[src/rtl/burst_fetch_if.sv]
// Memory read-request/response port and on-chip buffer write port of the burst fetch unit.
// master: fetch engine side; slave: memory / buffer side.
interface burst_fetch_if #(
  parameter int DATA_W     = 128,
  parameter int SRC_ADDR_W = 32,
  parameter int DST_ADDR_W = 15,
  parameter int BANK_W     = 1
);
  logic                  rd_en;
  logic [SRC_ADDR_W-1:0] rd_addr;
  logic                  rd_ready;
  logic                  rd_valid;
  logic [DATA_W-1:0]     rd_data;
  logic                  wr_en;
  logic [DST_ADDR_W-1:0] wr_addr;
  logic [DATA_W-1:0]     wr_data;
  logic [BANK_W-1:0]     wr_bank;

  modport master (
    output rd_en, rd_addr,
    input  rd_ready, rd_valid, rd_data,
    output wr_en, wr_addr, wr_data, wr_bank
  );

  modport slave (
    input  rd_en, rd_addr,
    output rd_ready, rd_valid, rd_data,
    input  wr_en, wr_addr, wr_data, wr_bank
  );
endinterface

[src/rtl/burst_fetch.sv]
// Burst fetch engine: moves burst_len beats from the external read port into a buffer bank,
// with a bounded number of outstanding reads and a completion pulse after the last write.
module burst_fetch #(
  parameter int                    DATA_W          = 128,
  parameter int                    SRC_ADDR_W      = 32,
  parameter int                    DST_ADDR_W      = 15,
  parameter int                    LEN_W           = 8,
  parameter logic [SRC_ADDR_W-1:0] ADDR_OFFSET     = '0,
  parameter int                    MAX_OUTSTANDING = 4,
  parameter int                    NUM_BANKS       = 2,
  localparam int                   BANK_W          = $clog2(NUM_BANKS)
) (
  input  logic                  clk,
  input  logic                  rst,
  input  logic                  fetch_enable,
  input  logic [SRC_ADDR_W-1:0] src_addr,
  input  logic [DST_ADDR_W-1:0] dst_addr,
  input  logic [LEN_W-1:0]      burst_len,
  input  logic [BANK_W-1:0]     mem_sel,
  burst_fetch_if.master         bus,
  output logic                  busy,
  output logic                  fetch_done,
  output logic                  resp_err
);
  localparam logic [1:0] S_IDLE  = 2'd0;
  localparam logic [1:0] S_ISSUE = 2'd1;
  localparam logic [1:0] S_DRAIN = 2'd2;
  localparam logic [1:0] S_DONE  = 2'd3;

  localparam int              OUT_W   = 4;
  localparam logic [OUT_W-1:0] OUT_MAX = OUT_W'(MAX_OUTSTANDING);

  logic [1:0]            state, state_nxt;
  logic [LEN_W-1:0]      len_q, len_nxt;
  logic [LEN_W-1:0]      issued, issued_nxt;
  logic [LEN_W-1:0]      received, received_nxt;
  logic [OUT_W-1:0]      outst, outst_nxt;
  logic [DST_ADDR_W-1:0] dst_q;
  logic [BANK_W-1:0]     bank_q;
  logic                  rd_en_p0, rd_en_nxt;
  logic [SRC_ADDR_W-1:0] rd_addr_p0;
  logic                  start, issue, in_burst, accept, drop;
  logic                  wr_en_p1;
  logic [DST_ADDR_W-1:0] wr_addr_p1;
  logic [DATA_W-1:0]     wr_data_p1;
  logic [BANK_W-1:0]     wr_bank_p1;

  always_comb begin
    start    = (state == S_IDLE) && fetch_enable;
    issue    = rd_en_p0 && bus.rd_ready;
    in_burst = (state == S_ISSUE) || (state == S_DRAIN);
    accept   = bus.rd_valid && in_burst && (received < len_q);
    drop     = bus.rd_valid && !accept;

    len_nxt      = start ? burst_len : len_q;
    issued_nxt   = start ? '0 : issued + LEN_W'(issue);
    received_nxt = start ? '0 : received + LEN_W'(accept);

    // Guarded decrement keeps a stray early response from wrapping the count and stalling issue.
    outst_nxt = outst;
    if (start)
      outst_nxt = '0;
    else if (issue && !accept)
      outst_nxt = outst + OUT_W'(1);
    else if (!issue && accept && (outst != '0))
      outst_nxt = outst - OUT_W'(1);

    state_nxt = state;
    case (state)
      S_IDLE:  if (fetch_enable) state_nxt = (burst_len == '0) ? S_DONE : S_ISSUE;
      S_ISSUE: begin
        if (received_nxt == len_q)    state_nxt = S_DONE;
        else if (issued_nxt == len_q) state_nxt = S_DRAIN;
      end
      S_DRAIN: if (received_nxt == len_q) state_nxt = S_DONE;
      default: state_nxt = S_IDLE;
    endcase

    // Registered request valid derived from next-cycle state, so it only drops after an accepted issue.
    rd_en_nxt = (state_nxt == S_ISSUE) && (issued_nxt < len_nxt) && (outst_nxt < OUT_MAX);
  end

  always_ff @(posedge clk or negedge rst) begin
    if (!rst) begin
      state      <= S_IDLE;
      len_q      <= '0;
      issued     <= '0;
      received   <= '0;
      outst      <= '0;
      dst_q      <= '0;
      bank_q     <= '0;
      rd_en_p0   <= 1'b0;
      rd_addr_p0 <= '0;
      resp_err   <= 1'b0;
      wr_en_p1   <= 1'b0;
      wr_addr_p1 <= '0;
      wr_data_p1 <= '0;
      wr_bank_p1 <= '0;
    end else begin
      // p0: request issue and burst bookkeeping
      state    <= state_nxt;
      len_q    <= len_nxt;
      issued   <= issued_nxt;
      received <= received_nxt;
      outst    <= outst_nxt;
      rd_en_p0 <= rd_en_nxt;
      if (start) begin
        rd_addr_p0 <= src_addr + ADDR_OFFSET;
        dst_q      <= dst_addr;
        bank_q     <= mem_sel;
      end else if (issue) begin
        rd_addr_p0 <= rd_addr_p0 + SRC_ADDR_W'(1);
      end
      if (drop)
        resp_err <= 1'b1;
      // p1: buffer write of the captured response
      wr_en_p1 <= accept;
      if (accept) begin
        wr_addr_p1 <= dst_q + DST_ADDR_W'(received);
        wr_data_p1 <= bus.rd_data;
        wr_bank_p1 <= bank_q;
      end
    end
  end

  assign bus.rd_en   = rd_en_p0;
  assign bus.rd_addr = rd_addr_p0;
  assign bus.wr_en   = wr_en_p1;
  assign bus.wr_addr = wr_addr_p1;
  assign bus.wr_data = wr_data_p1;
  assign bus.wr_bank = wr_bank_p1;
  assign busy        = (state != S_IDLE);
  assign fetch_done  = (state == S_DONE);
endmodule

[src/flat_wrapper.sv]
// flat-port wrapper written by rule: the top's interface ports become plain ports
module burst_fetch_flat 
#(
  parameter int                    DATA_W          = 128,
  parameter int                    SRC_ADDR_W      = 32,
  parameter int                    DST_ADDR_W      = 15,
  parameter int                    LEN_W           = 8,
  parameter logic [SRC_ADDR_W-1:0] ADDR_OFFSET     = '0,
  parameter int                    MAX_OUTSTANDING = 4,
  parameter int                    NUM_BANKS       = 2,
  localparam int                   BANK_W          = $clog2(NUM_BANKS)
)
  (clk, rst, fetch_enable, src_addr, dst_addr, burst_len, mem_sel, busy, fetch_done, resp_err, bus_rd_en, bus_rd_addr, bus_rd_ready, bus_rd_valid, bus_rd_data, bus_wr_en, bus_wr_addr, bus_wr_data, bus_wr_bank);
  burst_fetch_if #(.DATA_W(DATA_W), .SRC_ADDR_W(SRC_ADDR_W), .DST_ADDR_W(DST_ADDR_W), .BANK_W((1))) bus_i ();
  input  logic clk;
  input  logic rst;
  input  logic fetch_enable;
  input  logic [SRC_ADDR_W-1:0] src_addr;
  input  logic [DST_ADDR_W-1:0] dst_addr;
  input  logic [LEN_W-1:0] burst_len;
  input  logic [BANK_W-1:0] mem_sel;
  output logic busy;
  output logic fetch_done;
  output logic resp_err;
  output wire logic [$bits(bus_i.rd_en)-1:0] bus_rd_en;
  output wire logic [$bits(bus_i.rd_addr)-1:0] bus_rd_addr;
  input wire logic [$bits(bus_i.rd_ready)-1:0] bus_rd_ready;
  input wire logic [$bits(bus_i.rd_valid)-1:0] bus_rd_valid;
  input wire logic [$bits(bus_i.rd_data)-1:0] bus_rd_data;
  output wire logic [$bits(bus_i.wr_en)-1:0] bus_wr_en;
  output wire logic [$bits(bus_i.wr_addr)-1:0] bus_wr_addr;
  output wire logic [$bits(bus_i.wr_data)-1:0] bus_wr_data;
  output wire logic [$bits(bus_i.wr_bank)-1:0] bus_wr_bank;
  assign bus_rd_en = bus_i.rd_en;
  assign bus_rd_addr = bus_i.rd_addr;
  assign bus_i.rd_ready = bus_rd_ready;
  assign bus_i.rd_valid = bus_rd_valid;
  assign bus_i.rd_data = bus_rd_data;
  assign bus_wr_en = bus_i.wr_en;
  assign bus_wr_addr = bus_i.wr_addr;
  assign bus_wr_data = bus_i.wr_data;
  assign bus_wr_bank = bus_i.wr_bank;
  burst_fetch #(.DATA_W(DATA_W), .SRC_ADDR_W(SRC_ADDR_W), .DST_ADDR_W(DST_ADDR_W), .LEN_W(LEN_W), .ADDR_OFFSET(ADDR_OFFSET), .MAX_OUTSTANDING(MAX_OUTSTANDING), .NUM_BANKS(NUM_BANKS)) u_core (.clk(clk), .rst(rst), .fetch_enable(fetch_enable), .src_addr(src_addr), .dst_addr(dst_addr), .burst_len(burst_len), .mem_sel(mem_sel), .bus(bus_i), .busy(busy), .fetch_done(fetch_done), .resp_err(resp_err));
endmodule
[config.mk]
export PLATFORM = sky130hd
export DESIGN_NAME = burst_fetch_flat
export DESIGN_NICKNAME = d
export VERILOG_FILES = /design/src/rtl/burst_fetch_if.sv /design/src/rtl/burst_fetch.sv /design/src/flat_wrapper.sv
export SDC_FILE = /design/constraint.sdc
export NUM_CORES = 1
export LEC_CHECK = 0
export CORE_MARGIN = 4
export CORE_UTILIZATION = 41
export DETAILED_ROUTE_END_ITERATION = 12
export HOLD_SLACK_MARGIN = 0.08
export PLACE_DENSITY = 0.77
export RECOVER_POWER = 50
export REMOVE_ABC_BUFFERS = 1
export SYNTH_ARGS = -nofsm -noshare
export SYNTH_HDL_FRONTEND = slang
export SYNTH_SLANG_ARGS = --single-unit
[constraint.sdc]
create_clock -name clk -period 3.95 [get_ports clk]
set_input_delay 1.185 -clock clk [delete_from_list [all_inputs] [get_ports clk]]
set_output_delay 1.185 -clock clk [all_outputs]
set_load 0.005 [all_outputs]
* Yosys cells after proc, flatten, opt, wreduce, memory -nomap -nowiden
Cells that the tools add are included.
Storage, ports and cells: flip-flop bits (word level) 225, word-level logic and storage cells 61
Cells by class: equality and inequality tests 6, multiplexer cells 14, $add $sub $neg 6, reductions and logical operators 18, $lt $le $gt $ge 3
Operators with widths (number):
- $mux W32 | 2
- $add A32 B1 Y32 const B | 1
- $mux W8 | 3
- $add A8 B1 Y8 | 2
- $eq A8 B8 Y1 | 2
- $lt A8 B8 Y1 | 2
- $add A15 B8 Y15 | 1
- $mux W4 | 3
- $logic_and A1 B1 Y1 | 10
- $mux W2 | 5
- $logic_not A8 Y1 | 1
- $pmux W2 S3 | 1
- $add A4 B1 Y4 const B | 1
- $eq A2 B1 Y1 const B | 2
- $eq A2 B2 Y1 const B | 2
- $lt A4 B3 Y1 const B | 1
- $reduce_bool A2 Y1 | 2
- $reduce_bool A4 Y1 | 1
- $sub A4 B1 Y4 const B | 1
- $logic_not A1 Y1 | 2
- $logic_not A2 Y1 | 1
- $logic_or A1 B1 Y1 | 1

* Depth between registers and ports, before layout
Gate-level depths: netlist of the first run.
depth in word-level cells 12, gate-level depth with buffers 17

* Worst setup path before layout of the first run
OpenSTA, ideal clock, no wires.
path type input-to-reg, start in bus_rd_valid, end reg u_core.rd_en_p0 (netlist: u_core.bus.rd_en), path slack -0.139 ns, setup time 0.121 ns, path buffers 2, arrival time 3.967 ns, stages on the path 14, cells stage by stage o2111ai_1 -> a21o_1 -> inv_1 -> clkbuf_1 -> clkbuf_1 -> ha_1 -> ha_1 -> nand2_1 -> or3_1 -> and2_1 -> a21o_1 -> nor4bb_1 -> o21ai_1 -> and4bb_1
On the way: word-level cells in the longest chain between the ends 10, elaborated cells on any way between the ends 19, classes of those cells add/sub (1); order compare (1); eq/ne (2); mux (7); reduce/logical (8)
RTL lines:
- start, declared | line flat_wrapper.sv:28 | input wire logic [$bits(bus_i.rd_valid)-1:0] bus_rd_valid;
- $logic_and A1 B1 Y1 (*) (2 in series) | line burst_fetch.sv:52 | accept = bus.rd_valid && in_burst && (received < len_q);
- net u_core.accept | line burst_fetch.sv:42 | logic start, issue, in_burst, accept, drop;
- $add A8 B1 Y8 | line burst_fetch.sv:57 | received_nxt = start ? '0 : received + LEN_W'(accept);
- $mux W8 | line burst_fetch.sv:57
- $eq A8 B8 Y1 | line burst_fetch.sv:72, burst_fetch.sv:75
- $mux W2, on equally long branches | line burst_fetch.sv:75, burst_fetch.sv:72
- $pmux W2 S3 | line burst_fetch.sv:69 | case (state)
- $eq A2 B1 Y1 | line burst_fetch.sv:80 | rd_en_nxt = (state_nxt == S_ISSUE) && (issued_nxt < len_nxt) && (outst_nxt < OUT_MAX);
- $logic_and A1 B1 Y1 | line burst_fetch.sv:80
- $logic_and A1 B1 Y1 (*) | line burst_fetch.sv:80
- net u_core.rd_en_nxt | line burst_fetch.sv:40 | logic rd_en_p0, rd_en_nxt;
- end signal, assigned | line burst_fetch.sv:106 | rd_en_p0 <= rd_en_nxt;
- end, declared | line burst_fetch.sv:40
The timed path passes the listed nets; every way through them passes the cells marked *. A chain may end at the register's enable or synchronous reset.

* Worst setup path after layout of the first run
start in fetch_enable, end reg u_core.rd_en_p0 (netlist: u_core.bus.rd_en)
On the way: word-level cells in the longest chain between the ends 9, elaborated cells on any way between the ends 17, classes of those cells order compare (2); eq/ne (3); mux (9); reduce/logical (3)
RTL lines:
- start, declared | line flat_wrapper.sv:17 | input logic fetch_enable;
- $logic_and A1 B1 Y1 | line burst_fetch.sv:49 | start = (state == S_IDLE) && fetch_enable;
- $mux W8 | line burst_fetch.sv:56 | issued_nxt = start ? '0 : issued + LEN_W'(issue);
- $eq A8 B8 Y1 | line burst_fetch.sv:73 | else if (issued_nxt == len_q) state_nxt = S_DRAIN;
- $mux W2 | line burst_fetch.sv:73
- $mux W2 | line burst_fetch.sv:72 | if (received_nxt == len_q) state_nxt = S_DONE;
- $pmux W2 S3 | line burst_fetch.sv:69
- $eq A2 B1 Y1 | line burst_fetch.sv:80
- $logic_and A1 B1 Y1 | line burst_fetch.sv:80
- $logic_and A1 B1 Y1 (*) | line burst_fetch.sv:80
- net u_core.rd_en_nxt | line burst_fetch.sv:40
Marked as above.

==> flow_metrics.env, run 1 <==
export IMPL_tightest_slew_ns=1.955
export IMPL_slew_violations=129
export IMPL_routed_via_count=9396
export IMPL_syn_inst=1180
export IMPL_synthArstFlopShare_pct=100.0
export IMPL_crit_path_end_kind="register"
export IMPL_min_period_ns=3.592
export IMPL_placed_area_sq_um=14550
export IMPL_worstPathRequired_ns=4.35
export IMPL_grt_pass1_wl_microns=50730
export IMPL_synth_edf_count=0
export IMPL_viasPerCell=4.950
export IMPL_cts_buffers=26
export IMPL_failed_checks="capacitance limit, slew limit"
export IMPL_synth_flop_cell="dfrtp_1"
export IMPL_overflow=0
export IMPL_criticalPathCategory="in2reg"
export IMPL_synth_area_top_cells="dfrtp_1, nand2_1, ha_1"
export IMPL_hold_viol_final=0
export IMPL_antenna_found_initial=5
export IMPL_crit_path_end="u_core.bus.rd_en"
export IMPL_synth_top_area_cell="dfrtp_1"
export IMPL_drive_above_1_share_pct=4.470
export IMPL_cts_path_max_buffers=3
export IMPL_final_cells=1898
export IMPL_setup_viol=0
export IMPL_grt_max_degree=79
export IMPL_layout_nets=1776
export IMPL_die_area_sq_um=27990
export IMPL_yosys_warnings=0
export IMPL_dpl_cell_count=1854
export IMPL_cap_violations=2
export IMPL_cp_startpoint="fetch_enable"
export IMPL_period_share_pct=90.94
export IMPL_yosys_cell_types_count=56
export IMPL_vdd_drop_max_mv=0.4182
export IMPL_slew_headroom_pct=-30.33
export IMPL_cts_htree_levels=1
export IMPL_row_count=58
export IMPL_ant_nets=0
export IMPL_syn_cell_area_sq_um=10410
export IMPL_ctsRootBufferMaster="clkbuf_16"
export IMPL_tritoncts="built"
export IMPL_status="finished with violations"
export IMPL_rsz0062_at_grt="no"
export IMPL_reg2regPathDepth=16
export IMPL_ys_seq_elements=225
export IMPL_dr_pass1_iters=5
export IMPL_finish_instance_area_sq_um=15300
export IMPL_postCtsSetupBuffers=0
export IMPL_gp_congestion=0.8662
export IMPL_gr_usage_all_layers_pct=22.04
export IMPL_cts_resized=0
export IMPL_critPathLaunchType="input pin"
export IMPL_clkTransAtPathRegs_ns=0.06
export IMPL_arrival_ns=3.99
export IMPL_r2r_end="u_core.bus.rd_en"
export IMPL_drt_iter0_markers=731
export IMPL_avgSynthCellArea_sq_um=8.819
export IMPL_cp_max_fo=15
export IMPL_die_w_microns=167.3
export IMPL_fin_skew_ns=0.009946
export IMPL_grt_pass1_vias=9436
export IMPL_die_h_microns=167.3
export IMPL_netlist_area_leader_share_pct=54.11
export IMPL_post_route_util_pct=60.95
export IMPL_post_drt_wl_per_cell_microns=16.89
export IMPL_holdBufCountCts=0
export IMPL_yosysSeqAreaShare_pct=54.11
export IMPL_dp_hpwl_microns=23370
export IMPL_wl_microns=32060
export IMPL_powerDensity_nw_per_um2=734.9
export IMPL_hold_path_class="reg2reg"
export IMPL_fmax_ghz=0.2784
export IMPL_design_portCount=370
export IMPL_p_leak_nw=7.215
export IMPL_core_area_sq_um=25110
export IMPL_port_buffers=369
export IMPL_drc=0
export IMPL_r2r_start="u_core.len_q[5]"
export IMPL_areaGrowthSynthToFinish_pct=47.06
export IMPL_clock_latency_ns=0.51
export IMPL_reg2reg_slack_ns=0.39
export IMPL_initial_utilization_pct=41.44
export IMPL_cts_sinks=225
synthesized netlist by cell type, types with 2 or more instances:
| cell | instances |
|---|---|
| and3_1 | 10 |
| a21oi_1 | 19 |
| nor4_1 | 3 |
| o21ai_1 | 2 |
| xnor2_1 | 37 |
| ha_1 | 34 |
| xor2_1 | 20 |
| a211oi_1 | 3 |
| buf_2 | 3 |
| dfrtp_1 | 225 |
| a211o_1 | 3 |
| o2111ai_1 | 2 |
| a21boi_0 | 11 |
| nand2_1 | 503 |
| nor3_1 | 6 |
| nor2b_1 | 2 |
| inv_1 | 41 |
| or3_1 | 11 |
| or2_2 | 2 |
| nand3_1 | 18 |
| a31oi_1 | 7 |
| o21ai_0 | 66 |
| a21o_1 | 11 |
| o22ai_1 | 2 |
| and2_1 | 6 |
| nor4bb_1 | 2 |
| nand4_1 | 12 |
| a2111oi_0 | 3 |
| clkbuf_1 | 43 |
| buf_1 | 3 |
| nor2_1 | 41 |
| o21a_1 | 2 |
| mux2_2 | 4 |
cell usage in the layout, fill, tap and decap left out, types with 6 or more instances in the layout:
cell / synthesis / layout
a21boi_0: 11 / 11
a21o_1: 11 / 10
a21oi_1: 19 / 19
a31oi_1: 7 / 7
and3_1: 10 / 10
buf_4: 1 / 15
clkbuf_1: 43 / 10
clkbuf_16: 0 / 27
clkdlybuf4s50_1: 0 / 334
clkinv_2: 0 / 8
dfrtp_1: 225 / 225
dlygate4sd3_1: 0 / 34
ha_1: 34 / 34
inv_1: 41 / 40
nand2_1: 503 / 503
nand3_1: 18 / 18
nand4_1: 12 / 12
nor2_1: 41 / 41
nor3_1: 6 / 6
o21ai_0: 66 / 66
or3_1: 11 / 11
xnor2_1: 37 / 37
xor2_1: 20 / 20
critical path, cell delays in order:
cell and delay [ns]:
dlygate4sd3_1 0.61, nand2_1 0.31, clkbuf_1 0.61, a21boi_0 0.26, ha_1 0.37, nand4_1 0.13
a21o_1 0.20, nand4b_1 0.09, and4bb_1 0.21
flip-flops by register name (all words and copies together), names as in the netlist:
name,count
u_core.bank_q,1
u_core.bus.rd_addr,32
u_core.bus.rd_en,1
u_core.bus.wr_addr,15
u_core.bus.wr_bank,1
u_core.bus.wr_data,128
u_core.bus.wr_en,1
u_core.dst_q,15
u_core.issued,8
u_core.len_q,8
u_core.outst,4
u_core.received,8
u_core.resp_err,1
u_core.state,2
cell type report:
cell class              count  area, sq um
well taps                 330        412.9
clock inverters            10        100.1
clock buffers              32        714.4
diodes                      2        5.005
inverters                  42        160.2
multi-input cells         863         4433
fillers                  2089         9806
repair buffers            394         3847
flip-flops and latches    225         5630
through the flow:
step	TNS (ns)	hold slack, ns	power (mW)	worst slack [ns]
floorplan	-427.25	0.4386	6.212	-4.604
global placement	-0.04222	0.4554	8.919	-0.04222
finish	0	0.4669	11.25	0.3577
CTS	0	0.4750	11.47	0.4497
global route	0	0.4889	12.07	0.1593
detailed placement	-0.1411	0.4609	9.084	-0.09748
cell families after synthesis:
group / Yosys count / synth area share, %
buf+inv: 92 / 3.391
simple gates: 626 / 24.64
compound gates: 140 / 8.260
flops: 225 / 54.11
fa+ha+maj: 35 / 4.280
mux: 5 / 0.5290
xor+xnor: 57 / 4.797
where the power goes:
| part | internal (mW) | switching [mW] |
|---|---|---|
| Combinational | 2.51 | 2.35 |
| Sequential | 3.34 | 0.714 |
| Clock | 1.40 | 0.933 |
| Total | 7.25 | 4.00 |
worst min path at each step:
stage                                 startpoint                endpoint  slack [ns]  cells past startpoint
final                     u_core.bus.wr_data[20]  u_core.bus.wr_data[20]        0.47                      2
after global routing      u_core.bus.wr_data[34]  u_core.bus.wr_data[34]        0.49                      2
after CTS                 u_core.bus.wr_data[52]  u_core.bus.wr_data[52]        0.48                      2
after detailed placement  u_core.bus.wr_data[52]  u_core.bus.wr_data[52]        0.46                      2
after global placement             u_core.bank_q      u_core.bus.wr_bank        0.46                      2
after floorplan                    u_core.bank_q      u_core.bus.wr_bank        0.44                      2
metal layers:
metal / track usage [%] / wire [microns] / up-vias
met5: 0 / 41 / -
met4: 7.939 / 1373 / 6
met3: 5.241 / 2398 / 77
met2: 37.06 / 15270 / 360
met1: 27.90 / 12980 / 4408
li1: - / - / 4545
Note: power is estimated with default switching activity, not from simulation.
==> run 2, diff against run 1 <==
- CTS_CLUSTER_DIAMETER: not set -> 60
==> run 2 against run 1 <==
The flow still finishes with violations (capacitance limit, slew limit). First-iteration DRC count decreased by 6.6%. Routed wire length down 0.12%. Register-to-register slack got worse by 0.02 ns. Non-clock buffer count unchanged. Core utilization up 0.54 points. Flip-flop and latch count unchanged. Sequential share of layout area is 0.32 points lower. Global-route usage up 0.10 points. Clock skew increased by 0.011 ns. Via count is 0.29% higher. Setup slack hardly changed. Count of clock-buffer cells in the layout up 6. Largest cell class unchanged.
==> flow_metrics.env, run 2 (synthesized netlist as in run 1, its figures left out) <==
export IMPL_cts_resized=0
export IMPL_crit_path_end="u_core.bus.rd_en"
export IMPL_postCtsSetupBuffers=0
export IMPL_reg2regPathDepth=16
export IMPL_largest_reg_flops=128
export IMPL_cts_sinks=225
export IMPL_worstPathRequired_ns=4.42
export IMPL_status="finished with violations"
export IMPL_post_drt_wl_per_cell_microns=16.81
export IMPL_drive_above_1_share_pct=4.644
export IMPL_cts_path_max_buffers=3
export IMPL_cts_htree_levels=1
export IMPL_r2r_start="u_core.len_q[5]"
export IMPL_die_h_microns=167.3
export IMPL_post_route_util_pct=61.49
export IMPL_fin_setup_tns_ns=0
export IMPL_slew_violations=129
export IMPL_clock_latency_ns=0.53
export IMPL_hold_path_class="reg2reg"
export IMPL_crit_path_end_kind="register"
export IMPL_tightest_slew_ns=1.957
export IMPL_initial_utilization_pct=41.44
export IMPL_port_buffers=369
export IMPL_holdBufCountCts=0
export IMPL_vdd_drop_max_mv=0.4606
export IMPL_grt_pass1_wl_microns=50760
export IMPL_arrival_ns=4.06
export IMPL_cts_buffers=28
export IMPL_routed_via_count=9423
export IMPL_cp_max_fo=4
export IMPL_grt_pass1_vias=9450
export IMPL_layout_common_cells="nand2_1, clkdlybuf4s50_1, dfrtp_1"
export IMPL_critPathLaunchType="input pin"
export IMPL_gr_usage_all_layers_pct=22.14
export IMPL_core_area_sq_um=25110
export IMPL_dr_pass1_iters=4
export IMPL_grt_max_degree=79
export IMPL_die_area_sq_um=27990
export IMPL_cp_startpoint="bus_rd_valid"
export IMPL_ctsRootBufferMaster="clkbuf_16"
export IMPL_rsz0062_at_grt="no"
export IMPL_fin_skew_ns=0.02055
export IMPL_power_mw=11.52
export IMPL_dp_hpwl_microns=23370
export IMPL_reg2reg_slack_ns=0.37
export IMPL_tritoncts="built"
export IMPL_slew_headroom_pct=-30.47
export IMPL_min_period_ns=3.592
export IMPL_drc=0
export IMPL_failed_checks="capacitance limit, slew limit"
export IMPL_setup_viol=0
export IMPL_ant_nets=0
export IMPL_overflow=0
export IMPL_row_count=58
export IMPL_p_leak_nw=7.266
export IMPL_layout_nets=1778
export IMPL_fmax_ghz=0.2784
export IMPL_clkTransAtPathRegs_ns=0.06
export IMPL_powerDensity_nw_per_um2=746.3
export IMPL_gp_congestion=0.8662
export IMPL_hold_viol_final=0
export IMPL_viasPerCell=4.946
export IMPL_antenna_found_initial=5
export IMPL_die_w_microns=167.3
export IMPL_areaGrowthSynthToFinish_pct=48.36
export IMPL_period_share_pct=90.95
export IMPL_design_portCount=370
export IMPL_r2r_end="u_core.bus.rd_en"
export IMPL_wl_microns=32020
export IMPL_cap_violations=2
export IMPL_layout_cells_most_common="nand2_1"
export IMPL_drt_iter0_markers=683
export IMPL_criticalPathCategory="in2reg"
[run 2: cell count changes in the layout (fill, tap and decap cells not counted), moves of 2 or more]
cell,before,now
clkinv_2,8,3
clkbuf_8,2,5
clkbuf_1,10,12
clkbuf_16,27,29
clkdlybuf4s50_1,334,336
dlygate4sd3_1,34,32
[run 2: area by class of cell]
class / count / area (sq um)
timing repair buffer: 394 / 3844
inverter: 42 / 160.2
multi-input combinational: 863 / 4433
tap: 330 / 412.9
fill: 2073 / 9671
clock buffer: 38 / 809.5
clock inverter: 10 / 141.4
sequential: 225 / 5630
antenna: 3 / 7.507
[run 2: routing by layer]
metal	vias up	track usage [%]	routed length [microns]
met5	-	0	41
met4	6	8.610	1356
met3	81	5.335	2292
met2	335	37.29	15360
met1	4444	27.65	12970
li1	4557	-	-
[run 2: worst min path at each step]
stage / from / end / slack [ns] / depth (start not counted)
6_report: u_core.bus.wr_data[55] / u_core.bus.wr_data[55] / 0.47 / 2
5_1_grt: u_core.bus.wr_addr[12] / u_core.bus.wr_addr[12] / 0.49 / 2
4_1_cts: u_core.bus.wr_data[52] / u_core.bus.wr_data[52] / 0.48 / 2
3_5_place_dp: u_core.bus.wr_data[52] / u_core.bus.wr_data[52] / 0.46 / 2
3_3_place_gp: u_core.bank_q / u_core.bus.wr_bank / 0.46 / 2
2_1_floorplan: u_core.bank_q / u_core.bus.wr_bank / 0.44 / 2
[run 2: worst max-delay path, cell delays in order]
cell and delay, ns:
clkdlybuf4s50_1 0.53, o2111ai_1 0.15, a21o_4 0.22, inv_4 0.05, ha_1 0.16, clkbuf_1 0.20, nand4_1 0.13, or3_1 0.33
a21oi_1 0.22, xnor2_1 0.15, nor4bb_1 0.23, buf_4 0.17, o21a_1 0.14, and4bb_1 0.20
[run 2: power breakdown]
group | internal [mW] | switching [mW] | leakage (nW)
clock | 1.63 | 0.972 | 0.467
sequential | 3.34 | 0.717 | 2.81
combinational | 2.51 | 2.36 | 3.98
total | 7.48 | 4.05 | 7.27
[run 2: metrics by stage]
step           setup WS [ns]  cells  cell area [sq um]  hold WS [ns]
2_1_floorplan         -4.604   1130              10210        0.4386
3_3_place_gp        -0.04222   1854              14550        0.4554
3_5_place_dp        -0.09748   1854              14550        0.4609
4_1_cts               0.4614   1902              15500        0.4751
5_1_grt               0.1053   1903              15430        0.4886
6_report              0.3575   1905              15440        0.4675
==> run 3, diff against run 2 <==
- CTS_BUF_LIST: not set -> sky130_fd_sc_hd__clkbuf_16
==> run 3 against run 2 <==
The run still ends with capacitance limit, slew limit left. Worst hold slack is essentially flat. Setup slack got worse by 0.016 ns. Core utilization shrank 0.20 points. Global-route usage hardly changed. Combinational power barely moved. Routed wire length decreased by 0.10%.
==> flow_metrics.env, run 3 (synthesized netlist as in run 1, its figures left out) <==
export IMPL_ant_nets=0
export IMPL_largest_reg_flops=128
export IMPL_hold_path_class="reg2reg"
export IMPL_hold_depth=2
export IMPL_clock_latency_ns=0.53
export IMPL_crit_chain="inv_1, ha_1, a211oi_1, o2111ai_1, a21o_4, inv_4, ha_1, clkbuf_1, nand4_1, or3_1, a21oi_1, xnor2_1, nor4bb_1, buf_4, o21a_1, and4bb_1"
export IMPL_p_leak_nw=7.254
export IMPL_port_buffers=369
export IMPL_die_w_microns=167.3
export IMPL_critPathLaunchType="register"
export IMPL_holdWs_ns=0.4675
export IMPL_drive_above_1_share_pct=4.326
export IMPL_post_route_util_pct=61.29
export IMPL_vdd_drop_max_mv=0.4570
export IMPL_holdBufCountCts=0
export IMPL_cts_path_max_buffers=3
export IMPL_cts_buffers=28
export IMPL_gr_usage_all_layers_pct=22.12
export IMPL_drc=0
export IMPL_setup_viol=0
export IMPL_core_area_sq_um=25110
export IMPL_fmax_ghz=0.2771
export IMPL_arrival_ns=4.08
export IMPL_r2r_end="u_core.bus.rd_en"
export IMPL_dr_pass1_iters=5
export IMPL_design_portCount=370
export IMPL_post_drt_wl_per_cell_microns=16.79
export IMPL_seqPwrFrac_pct=35.6
export IMPL_wl_microns=31990
export IMPL_postCtsSetupBuffers=0
export IMPL_failed_checks="capacitance limit, slew limit"
export IMPL_die_area_sq_um=27990
export IMPL_pwr_share_comb_pct=42.6
export IMPL_fill_cells=2081
export IMPL_dpl_cell_count=1854
export IMPL_worstPathRequired_ns=4.42
export IMPL_crit_top_cell="ha_1"
export IMPL_grt_util_met2_pct=37.24
export IMPL_switching_power_mw=4.041
export IMPL_drt_iter0_markers=720
export IMPL_criticalPathCategory="reg2reg"
export IMPL_fin_skew_ns=0.01916
export IMPL_grt_pass1_wl_microns=50720
export IMPL_gp_congestion=0.8662
export IMPL_cts_sinks=225
export IMPL_grt_pass1_vias=9441
export IMPL_status="finished with violations"
export IMPL_row_count=58
export IMPL_intPower_mw=7.367
export IMPL_min_period_ns=3.609
export IMPL_layout_nets=1778
export IMPL_swShare_pct=35.42
export IMPL_slowest_delay_ns=0.52
export IMPL_p_clk_share_pct=21.8
export IMPL_met1_usage_pct=27.64
export IMPL_dp_hpwl_microns=23370
export IMPL_layout_cells_most_common="nand2_1"
export IMPL_tritoncts="built"
export IMPL_fin_setup_tns_ns=0
export IMPL_ctsRootBufferMaster="clkbuf_16"
export IMPL_initial_utilization_pct=41.44
export IMPL_final_cells=1905
export IMPL_hold_viol_final=0
export IMPL_slew_headroom_pct=-29.75
export IMPL_cts_resized=0
export IMPL_min_delay_start="u_core.bus.wr_data[55]"
export IMPL_reg2regPathDepth=16
export IMPL_period_share_pct=91.36
export IMPL_cap_violations=2
export IMPL_clkTransAtPathRegs_ns=0.06
export IMPL_viasPerCell=4.950
export IMPL_holdPathEnd="u_core.bus.wr_data[55]"
export IMPL_r2r_start="u_core.len_q[5]"
export IMPL_grt_max_degree=79
export IMPL_cts_htree_levels=1
export IMPL_cp_max_fo=7
export IMPL_reg2reg_slack_ns=0.34
export IMPL_antenna_found_initial=5
export IMPL_overflow=0
export IMPL_slew_violations=129
export IMPL_tightest_slew_ns=1.946
export IMPL_routed_via_count=9430
export IMPL_powerDensity_nw_per_um2=741.3
export IMPL_areaGrowthSynthToFinish_pct=47.88
export IMPL_die_h_microns=167.3
export IMPL_crit_path_end_kind="register"
export IMPL_rsz0062_at_grt="no"
export IMPL_layout_common_cells="nand2_1, clkdlybuf4s50_1, dfrtp_1"
export IMPL_use_met3_pct=5.335
export IMPL_critPathSlowestCell="dfrtp_1"
export IMPL_grt_busiest_layer="met2"
-- run 3: cell types whose count changed in the layout (fill, tap and decap cells not counted), sizes merged --
| cell | change |
|---|---|
| clkinv | +5 |
| inv | +4 |
| clkbuf | -9 |
-- run 3: power groups by stage --
stage	clock network, mW	registers (mW)	logic [mW]
2_1_floorplan	0	4.07	2.14
3_3_place_gp	0	4.03	4.89
3_5_place_dp	0	4.08	5.00
4_1_cts	2.55	4.06	5.03
5_1_grt	2.66	4.20	5.39
6_report	2.49	4.06	4.86
-- run 3: worst max path at each step --
stage	start	end	slack (ns)
2_1_floorplan	bus_rd_valid	u_core.bus.rd_en	-4.60
3_3_place_gp	bus_rd_valid	u_core.bus.rd_en	-0.04
3_5_place_dp	bus_rd_valid	u_core.bus.rd_en	-0.1
4_1_cts	u_core.len_q[5]	u_core.bus.rd_en	0.46
5_1_grt	u_core.len_q[5]	u_core.bus.rd_en	0.11
6_report	u_core.len_q[5]	u_core.bus.rd_en	0.34
-- run 3: layout make-up --
class                           instances  area (sq um)  area share, %
Inverter                               42         160.2          1.041
Antenna cell                            3         7.507        0.04878
Multi-Input combinational cell        863          4433          28.81
Tap cell                              330         412.9          2.683
Timing Repair Buffer                  394          3844          24.98
Clock buffer                           29         725.7          4.716
Sequential cell                       225          5630          36.59
Clock inverter                         19         175.2          1.138
-- run 3: metal layers --
| metal | up-vias | part of all wire, % |
|---|---|---|
| li1 | 4557 | - |
| met1 | 4428 | 40 |
| met2 | 354 | 48 |
| met3 | 85 | 7.7 |
| met4 | 6 | 4.3 |
| met5 | - | 0.13 |
-- run 3: critical path: cells and delay by family (launching register included) --
kind	cells	cell delay, ns
buf+inv	4	0.51
simple gates	4	0.90
xor+xnor	1	0.14
fa+ha+maj	2	0.45
flops	1	0.52
compound gates	5	1.02
-- run 3: metrics by stage --
stage	instance area, sq um	setup slack [ns]	power, mW
after detailed placement	14550	-0.09748	9.084
after CTS	15450	0.4628	11.64
after global routing	15380	0.1063	12.25
final	15390	0.3414	11.41
after floorplan	10210	-4.604	6.212
after global placement	14550	-0.04222	8.919
